==> src/rtl/sensor_sampler_ctrl.sv <==
// sensor_sampler_ctrl: periodic sensor enable/settle/capture scheduler with valid/ready sample output
module sensor_sampler_ctrl #(
  parameter int DATA_W        = 8,
  parameter int PERIOD_W      = 16,
  parameter int SETTLE_CYCLES = 2
) (
  input  logic                clk,
  input  logic                rst_n,
  input  logic                run,
  input  logic [PERIOD_W-1:0] period,
  input  logic [DATA_W-1:0]   threshold,
  input  logic [DATA_W-1:0]   sensor_data,
  output logic                sensor_en,
  output logic [DATA_W-1:0]   sample_data,
  output logic                sample_valid,
  input  logic                sample_ready,
  output logic                alarm,
  output logic                overrun,
  input  logic                overrun_clr,
  output logic                busy
);
  typedef enum logic [1:0] {IDLE, WARMUP, CAPTURE, PRESENT} state_t;
  localparam int CW = SETTLE_CYCLES > 1 ? $clog2(SETTLE_CYCLES) : 1;
  state_t state, state_nxt;
  logic [CW-1:0] cnt, cnt_nxt;
  logic [PERIOD_W-1:0] timer;
  logic tick;
  assign tick = run && (period <= PERIOD_W'(1) || timer >= period - PERIOD_W'(1));
  assign sensor_en = state == WARMUP || state == CAPTURE;
  assign sample_valid = state == PRESENT;
  assign busy = state != IDLE;
  // period timer: free-runs while run is high, restarts on every tick
  always_ff @(posedge clk or negedge rst_n)
    if (!rst_n) timer <= '0;
    else timer <= (!run || tick) ? '0 : timer + PERIOD_W'(1);
  // state and settle counter registers
  always_ff @(posedge clk or negedge rst_n)
    if (!rst_n) begin
      state <= IDLE;
      cnt <= '0;
    end else begin
      state <= state_nxt;
      cnt <= cnt_nxt;
    end
  // next-state: ticks only start a transaction from IDLE
  always_comb begin
    state_nxt = state;
    cnt_nxt = cnt;
    case (state)
      IDLE: if (tick) begin
        state_nxt = WARMUP;
        cnt_nxt = '0;
      end
      WARMUP: begin
        cnt_nxt = cnt + CW'(1);
        if (cnt == CW'(SETTLE_CYCLES - 1)) state_nxt = CAPTURE;
      end
      CAPTURE: state_nxt = PRESENT;
      PRESENT: if (sample_ready) state_nxt = IDLE;
      default: state_nxt = IDLE;
    endcase
  end
  // sample and alarm are latched only at the end of CAPTURE and held until the next one
  always_ff @(posedge clk or negedge rst_n)
    if (!rst_n) begin
      sample_data <= '0;
      alarm <= 1'b0;
    end else if (state == CAPTURE) begin
      sample_data <= sensor_data;
      alarm <= sensor_data >= threshold;
    end
  // sticky overrun: a dropped tick wins over a simultaneous clear
  always_ff @(posedge clk or negedge rst_n)
    if (!rst_n) overrun <= 1'b0;
    else if (tick && busy) overrun <= 1'b1;
    else if (overrun_clr) overrun <= 1'b0;
endmodule

==> config.mk <==
export PLATFORM = sky130hd
export DESIGN_NAME = sensor_sampler_ctrl
export DESIGN_NICKNAME = d
export VERILOG_FILES = /design/src/rtl/sensor_sampler_ctrl.sv
export SDC_FILE = /design/constraint.sdc
export NUM_CORES = 1
export LEC_CHECK = 0
export ABC_CLOCK_PERIOD_IN_PS = 2700
export BUFFER_PORTS_ARGS = -buffer_cell sky130_fd_sc_hd__buf_2
export CAP_MARGIN = 10
export CORE_UTILIZATION = 40
export DETAILED_ROUTE_END_ITERATION = 6
export PLACE_DENSITY = 0.7
export SLEW_MARGIN = 20
export SYNTH_ARGS = -nofsm -noshare
export SYNTH_HDL_FRONTEND = slang
export SYNTH_SLANG_ARGS = --single-unit
==> constraint.sdc <==
create_clock -name clk -period 2.7 [get_ports clk]
set_input_delay 0.27 -clock clk [delete_from_list [all_inputs] [get_ports clk]]
set_output_delay 0.27 -clock clk [all_outputs]
set_load 0.01 [all_outputs]
==> results of run 1 <==
worst paths after layout:
path,start,cells past startpoint,end,slack [ns]
max,period[2],12,state[1],-0.06
min,rst_n,1,timer[12],0.02
max reg2reg,timer[13],7,state[1],0.43
min reg2reg,sample_data[2],1,sample_data[2],0.51
max in group asynchronous,rst_n,1,timer[2],2.26
min in group clk,overrun_clr,2,overrun,0.18
worst max-delay path, cell delays in order:
cell	delay [ns]
buf_8	0.10
nor4_4	0.39
nand3_2	0.18
nor3b_2	0.21
xnor2_1	0.08
ha_1	0.30
nand4_1	0.13
or3_4	0.38
a311oi_4	0.27
o31ai_4	0.11
a21oi_2	0.17
mux2_4	0.31
repair_timing:
item,in CTS,in global routing
resized for setup,2,43
endpoints found under the setup margin,2,18
buffers inserted,1,2
pin swaps,2,13
gates cloned,0,1
through the flow:
step	area, um^2	total power [mW]
after floorplan	2170	0.986
after global placement	2660	1.20
after detailed placement	2660	1.22
after CTS	2750	1.59
after global routing	2940	1.71
final	2940	1.59
cell usage in the layout, fill, tap and decap left out, types with 2 or more instances in the layout:
cell type	synthesis	layout
a21oi_1	8	8
and3_1	5	4
buf_2	0	47
buf_4	1	24
buf_8	0	2
clkbuf_1	1	3
clkbuf_8	0	5
dfrtp_1	29	29
ha_1	31	31
inv_1	19	19
mux2_2	8	8
nand2_1	12	11
nand2b_1	3	3
nand3_1	10	9
nand4_1	5	5
nor2_1	24	9
nor2_2	0	6
nor2_4	0	9
nor3_1	6	5
nor4_4	0	3
o21a_1	2	2
o21ai_0	4	3
o21ai_1	1	2
o22ai_1	3	2
xnor2_1	13	13
xor2_1	16	16
cells by family after synthesis:
kind of cell / Yosys count / share of synthesized area, %
compound gates: 27 / 8.70
xor+xnor: 29 / 11.9
fa+ha+maj: 31 / 18.2
buf+inv: 21 / 3.88
flops: 29 / 34.1
mux: 9 / 4.76
simple gates: 77 / 18.4
flip-flops by register name, indices dropped and copies added, names as in the netlist:
register     flops
overrun          1
sample_data      8
state            2
cnt              1
timer           16
alarm            1
layout make-up:
| type | instances | area (um^2) | share of cell area, % |
|---|---|---|---|
| multi-input cells | 173 | 1500 | 51.0 |
| flip-flops and latches | 29 | 726 | 24.7 |
| repair buffers | 75 | 477 | 16.2 |
| well taps | 70 | 87.6 | 2.98 |
| clock buffers | 8 | 80.1 | 2.72 |
| inverters | 19 | 71.3 | 2.42 |
cell usage after synthesis, types with 2 or more instances:
| cell | n | share of area, % |
|---|---|---|
| ha_1 | 31 | 18 |
| dfrtp_1 | 29 | 34 |
| nor2_1 | 24 | 4.2 |
| inv_1 | 19 | 3.4 |
| xor2_1 | 16 | 6.6 |
| xnor2_1 | 13 | 5.3 |
| nand2_1 | 12 | 2.1 |
| nand3_1 | 10 | 2.4 |
| a21oi_1 | 8 | 1.9 |
| mux2_2 | 8 | 4.2 |
| nor3_1 | 6 | 1.4 |
| and3_1 | 5 | 1.5 |
| nand4_1 | 5 | 1.5 |
| nor4_1 | 4 | 1.2 |
| o21ai_0 | 4 | 0.94 |
| nand2b_1 | 3 | 0.88 |
| o22ai_1 | 3 | 0.88 |
| nor3b_1 | 2 | 0.71 |
| o21a_1 | 2 | 0.71 |
where the power goes:
group | switching [mW] | total [mW] | internal [mW]
Combinational | 0.311 | 0.644 | 0.333
Sequential | 0.0659 | 0.602 | 0.536
Clock | 0.156 | 0.339 | 0.183
layer usage:
layer / global-route usage, % / vias to the layer above / share of wire (%) / wire length (um)
met4: 6.71 / 0 / 2.0 / 94
met2: 29.1 / 25 / 51 / 2400
li1: - / 941 / - / -
met5: 0 / - / 0 / 0
met3: 4.55 / 9 / 2.6 / 121
met1: 23.6 / 881 / 45 / 2110
==> metrics, run 1 <==
Die H around 75 um; hold-fix buffers at CTS 0; Max FO, Critical Path 5; Routed WL about 4700 um; # placed instances ~360; Place WS -0.403 ns; number of diodes 0; post-synthesis register bit count 29; Core Box Area just over 0.005 mm^2; RSZ-0062 raised after global routing true; Worst Setup Path Type in -> reg; Final Wtd Congestion between 0.7 and 0.8; Fillers approximately 470; synthesized cell area between 0.002 and 0.0025 mm^2; proportion of layout cells with a drive suffix above 1 between 30 and 40%; power per cell area roughly 540 mW/mm^2; largest net degree at the start of global routing 30; CP Capture Type flip-flop; Final Hold Fails 0; average size of a mapped cell 9.54 um^2; vias per cell ~5.0; Starting Density 41.7%; DRC 0; Setup crit start kind input port; Post-Syn Instances 223; final worst setup slack -0.0602 ns; DP Wirelength around 3600 um; worst vdd ir ~0.00045 V; Synth async-reset ratio 100%; Slew @ Worst Pin about 0.65 ns; GR Overflow Total 0; Via Count roughly 1900; EDFF count, synth 0; Fin Setup TNS -0.362 ns; Fin Hold WS ~0.016 ns; CTS tree yes; DRT iter0 DRCs between 70 and 80; clock sinks 29; Max Fclk approximately 0.36 GHz; final setup violation count 16; final core utilization a little under three fifths; syn_nets approximately 290; Slew Limit Fails 0; Final Cycle Share 102%; nets around 370; outcome finished with violations; sequential share of the synthesized area approximately 34%; initial antenna violation count 0; CTS clk-pin slew, worst paths about 0.060 ns; Top FF cell, synth dfrtp_1; gr usage total between 10% and 20%; cts bufs inserted 5; global-route wire length before repair 7620 um; critical path arrival 2.92 ns; Worst-Skew Late Latency 0.28 ns; yosys warns 0; clk root buf clkbuf_8; Final ANT Viol Nets 0; Rows 26; Fin Clk Skew a little over 0.005 ns; drt first pass iters 4; Ports 50; slew margin rel. between 50% and 60%; static leakage around 1.4 nW; Netlist cell types 38; IO Port Bufs between 40 and 50; Tmin final 2.76 ns; Avg WL per Cell around 13 um; clk buf depth 2; number of global-route vias before repair ~1700; Die ar. 0.00562 mm^2; worst min path class in -> async; Max Cap Viol 0; non-filler cells, final about 370; Area Growth Syn to Fin 38.2%; die width approximately 75 um; H-tree levels 2; failing checks negative setup slack; required time worst endpoint between 2 and 3 ns
Power figures use the tool's default switching activity.
==> run 2, diff against run 1 <==
- RECOVER_POWER: not set -> 100
==> run 2 against run 1 <==
- the flow finishes with violations (max-capacitance violations, max-slew violations, negative setup slack)
- global-route usage is the same
- first-iteration DRC count is 8.0% higher
- cell count did not move
- hold slack better by 0.17 ns
- clock skew about the same
- clock power barely moved
- count of clock-buffer cells in the layout unchanged
- register-to-register slack about the same
- critical path depth unchanged
- utilization shrank 0.34 points
- sequential share of layout area up 0.15 points
- non-clock buffer count unchanged
==> metrics, run 2 (synthesis gave the netlist of run 1 again) <==
final core utilization between 50 and 60%; most frequent cells in the layout buf_2, ha_1, dfrtp_1; commonest non-fill, non-tap cell in the layout buf_2; Rows 26; Starting Density between 40% and 50%; Fillers 470; Via Count 1853; Top Registers timer x16, sample_data x8, state x2; FF-to-FF Start timer[13]; Routed WL between 4000 and 5000 um; IO Port Bufs between 40 and 50; Die ar. approximately 0.0056 mm^2; vias per cell between 4 and 5; gr usage total 18.1%; cts bufs inserted 5; clock sinks 29; power per cell area between 500 and 600 mW/mm^2; drt first pass iters 4; largest stage delay on the critical path 0.41 ns; CTS tree yes; outcome finished with violations; worst min path class in -> reg; initial antenna violation count 0; Final Hold Fails 0; CTS clk-pin slew, worst paths approximately 0.060 ns; Worst-Skew Late Latency 0.28 ns; cell at the slowest stage of the critical path nor4_4; Max Cap Viol 1; number of diodes 0; Place WS -0.403 ns; Core Box Area about 0.0051 mm^2; Area Growth Syn to Fin 37.4%; DRC 0; clk root buf clkbuf_8; Avg WL per Cell 12.6 um; CP Capture Type flip-flop; Sequential cell area approximately 730 um^2; Slew Limit Fails 30; Die H between 70 and 80 um; HP Start overrun_clr; Worst Setup Path Type in -> reg; Slew @ Worst Pin approximately 1.6 ns; final worst setup slack -0.0793 ns; number of global-route vias before repair approximately 1700; proportion of layout cells with a drive suffix above 1 between 30% and 40%; failing checks max-capacitance violations, max-slew violations, negative setup slack; GR Overflow Total 0; RSZ-0062 raised after global routing true; H-tree levels 2; static leakage 1.33 nW; Max FO, Critical Path 5; final setup violation count 16; critical path launch point period[2]; worst vdd ir around 0.00043 V; die width ~75 um; CP Cell Sequence buf_8, nor4_4, nand3_2, nor3b_2, xnor2_1, ha_1, nand4_1, or3_4, a311oi_4, o31ai_4, a21oi_2, mux2_4; total power roughly 1.6 mW; Final ANT Viol Nets 0; largest reg by FF count timer; required time worst endpoint 2.86 ns; Fin Clk Skew between 0.005 and 0.006 ns; Final Cycle Share 103%; global-route wire length before repair approximately 7600 um; DP Wirelength between 3000 and 4000 um; critical path arrival a little under 3 ns; largest net degree at the start of global routing 30; clk buf depth 2; Max Fclk between 0.3 and 0.4 GHz; Tmin final 2.78 ns; nets 371; Setup crit start kind input port; DRT iter0 DRCs between 80 and 90; Ports 50; footprint of the multi-input gates around 0.0015 mm^2; slew margin rel. -3.68%; Final Wtd Congestion 0.780; max FFs per register 16
[run 2: cell count changes in the layout (fill, tap and decap cells not counted)]
| cell | change |
|---|---|
| buf_2 | -14 |
| clkbuf_1 | +14 |
[run 2: cell type report]
class / count / area share (%)
clock buffer: 8 / 2.74
inverter: 19 / 2.44
multi-input combinational: 173 / 51.3
sequential: 29 / 24.8
tap: 70 / 3.00
timing repair buffer: 75 / 15.7
[run 2: final timing paths]
kind	to	cells past startpoint	slack, ns
min in group asynchronous	timer[13]	1	0.37
max	state[1]	12	-0.08
min	overrun	2	0.18
max in group asynchronous	timer[2]	1	1.42
min reg2reg	sample_data[2]	1	0.51
max reg2reg	state[1]	7	0.43
[run 2: what timing repair did]
action / in CTS / in global routing
hold buffers: 0 / 0
resized for setup: 2 / 43
gates cloned: 0 / 1
pin swaps: 2 / 13
buffers inserted: 1 / 2
endpoints found under the setup margin: 2 / 18
[run 2: layer usage]
metal,GRT usage (%),wire (um)
met5,0,0
met4,6.71,93
met3,4.55,132
met2,29.1,2380
met1,23.6,2120
[run 2: worst max-delay path, delay by kind of cell]
kind | cells | cell delay, ns
AO/OA/AOI/OAI | 3 | 0.55
XOR/XNOR | 1 | 0.08
adder cells (fa/ha/maj) | 1 | 0.30
buffers and inverters | 1 | 0.10
multiplexers | 1 | 0.31
AND/OR/NAND/NOR | 5 | 1.31
[run 2: report_power, final]
part | internal, mW | switching [mW] | leakage [nW] | total (mW)
logic | 0.306 | 0.313 | 0.915 | 0.619
clock network | 0.183 | 0.156 | 0.0395 | 0.339
registers | 0.536 | 0.0677 | 0.376 | 0.604
[run 2: stage by stage]
| step | std cells | instance area (um^2) | setup TNS, ns | hold slack [ns] |
|---|---|---|---|---|
| final | 374 | 2920 | -0.701 | 0.181 |
| after global routing | 374 | 2920 | -2.73 | 0.179 |
| after CTS | 371 | 2750 | -0.0180 | 0.0321 |
| after detailed placement | 362 | 2660 | -4.32 | 0.339 |
| after global placement | 362 | 2660 | -3.15 | 0.342 |
| after floorplan | 223 | 2170 | -0.100 | -0.0256 |
==> run 3, diff against run 2 <==
- ABC_CLOCK_PERIOD_IN_PS: 2700 -> not set
- PLACE_DENSITY: 0.7 -> not set
==> run 3 against run 2 <==
- the run still ends with max-capacitance violations, max-slew violations, negative setup slack left
- wire length shrank 7.1%
- cell count increased by 0.80%
- setup slack gained 0.012 ns
- highest routed layer unchanged
==> metrics, run 3 (synthesis gave the netlist of run 1 again) <==
CTS tree yes; number of global-route vias before repair around 1600; die width 74.9 um; clk buf depth 2; Routed WL around 4400 um; cts bufs inserted 5; Final ANT Viol Nets 0; most frequent cells in the layout ha_1, buf_2, dfrtp_1; Top Registers timer x16, sample_data x8, state x2; gr usage total around 17%; H-tree levels 2; Area Growth Syn to Fin 35.1%; DP Wirelength between 3000 and 4000 um; Final Cycle Share 102%; clock sinks 29; largest net degree at the start of global routing 30; Final Hold Fails 0; Rows 26; Reg-to-Reg End state[1]; CTS clk-pin slew, worst paths ~0.060 ns; initial antenna violation count 0; proportion of layout cells with a drive suffix above 1 30.6%; depth of the most critical reg-to-reg path 7; Avg WL per Cell 11.6 um; Max Fclk approximately 0.36 GHz; Core Box Area approximately 0.0051 mm^2; Fin Clk Skew about 0.0055 ns; clk root buf clkbuf_8; global-route wire length before repair ~7300 um; hold path cells 2; failing checks max-capacitance violations, max-slew violations, negative setup slack; final worst setup slack -0.0674 ns; nets around 370; DRT iter0 DRCs between 40 and 50; hold endpoint overrun; static leakage about 1.4 nW; power per cell area between 500 and 600 mW/mm^2; outcome finished with violations; Starting Density 41.7%; worst min path class in -> reg; Die ar. 0.00562 mm^2; Slew Limit Fails 30; Reg2Reg Setup Slack between 0.3 and 0.4 ns; Worst-Skew Late Latency about 0.28 ns; max FFs per register 16; FF-to-FF Start timer[13]; required time worst endpoint 2.86 ns; Ports 50; drt first pass iters 4; vias per cell approximately 4.8; RSZ-0062 raised after global routing true; hold-fix buffers at CTS 0; DRC 0; final core utilization between 50% and 60%; critical path arrival between 2 and 3 ns; Place WS -0.389 ns; final setup violation count 1; slew margin rel. -3.91%; Setup crit start kind input port; number of diodes 0; Max FO, Critical Path 5; GR Overflow Total 0; Via Count roughly 1800; Tmin final 2.77 ns; Max Cap Viol 1; Fillers 490; largest reg by FF count timer; CP Capture Type flip-flop; Slew @ Worst Pin about 1.6 ns; Final Wtd Congestion about 0.8; HP Start overrun_clr; IO Port Bufs slightly below 50; worst vdd ir a little over 0.0005 V; Die H approximately 75 um; Worst Setup Path Type in -> reg
==> run 3: cell count changes in the layout (fill, tap and decap cells not counted), moves of 2 or more <==
cell | before | now
nor2_4 | 9 | 0
buf_2 | 33 | 31
buf_6 | 1 | 6
clkbuf_8 | 5 | 7
nor2_1 | 9 | 24
buf_4 | 24 | 27
buf_8 | 2 | 0
nor2_2 | 6 | 0
clkbuf_1 | 17 | 14
==> run 3: what timing repair did <==
| action | in CTS | in global routing |
|---|---|---|
| buffers inserted | 0 | 4 |
| setup endpoints to repair | 1 | 19 |
| gates cloned | 0 | 0 |
| pin swaps | 2 | 8 |
| gates resized for setup | 4 | 12 |
==> run 3: where the power goes <==
group / internal, mW / switching (mW)
Sequential: 0.536 / 0.0635
Combinational: 0.303 / 0.301
Clock: 0.230 / 0.165
==> run 3: how the worst max path moves through the flow <==
stage / start / endpoint / slack [ns] / cells past startpoint
finish: period[3] / state[1] / -0.07 / 13
floorplan: period[5] / state[1] / -0.10 / 11
global placement: period[5] / state[1] / -0.33 / 12
detailed placement: period[5] / state[1] / -0.39 / 12
CTS: period[2] / state[1] / -0.02 / 12
global route: period[3] / state[1] / -0.21 / 13
==> run 3: layout make-up <==
| class | count | area [um^2] | area share [%] |
|---|---|---|---|
| clock buffer | 7 | 96.3 | 3.35 |
| tap | 70 | 87.6 | 3.05 |
| sequential | 29 | 726 | 25.2 |
| inverter | 19 | 71.3 | 2.48 |
| clock inverter | 1 | 5.00 | 0.174 |
| timing repair buffer | 78 | 478 | 16.6 |
| multi-input combinational | 173 | 1410 | 49.1 |
==> run 3: layer usage <==
metal / global-route usage (%) / vias to the layer above / routed length, um
li1: - / 946 / -
met1: 21.9 / 829 / 2110
met2: 29.0 / 21 / 2080
met3: 4.15 / 6 / 144
met4: 5.66 / 0 / 58
met5: 0 / - / 0
==> run 3: critical path, stage by stage <==
cell      delay (ns)
buf_6           0.10
nor4_4          0.27
buf_6           0.16
nand3_4         0.10
nor3b_2         0.21
xnor2_1         0.09
ha_1            0.30
nand4_1         0.10
or3_4           0.36
a311oi_4        0.33
o31ai_4         0.12
a21oi_2         0.20
mux2_4          0.31
==> run 3: metrics by stage <==
step	setup TNS [ns]	instance area [um^2]	total power, mW	cells	hold slack [ns]
global route	-2.26	2880	1.72	377	0.171
detailed placement	-4.20	2680	1.22	365	0.349
floorplan	-0.100	2170	0.986	223	-0.0256
finish	-0.0674	2880	1.60	377	0.182
global placement	-3.73	2680	1.20	365	0.349
CTS	-0.0177	2800	1.64	373	0.0431
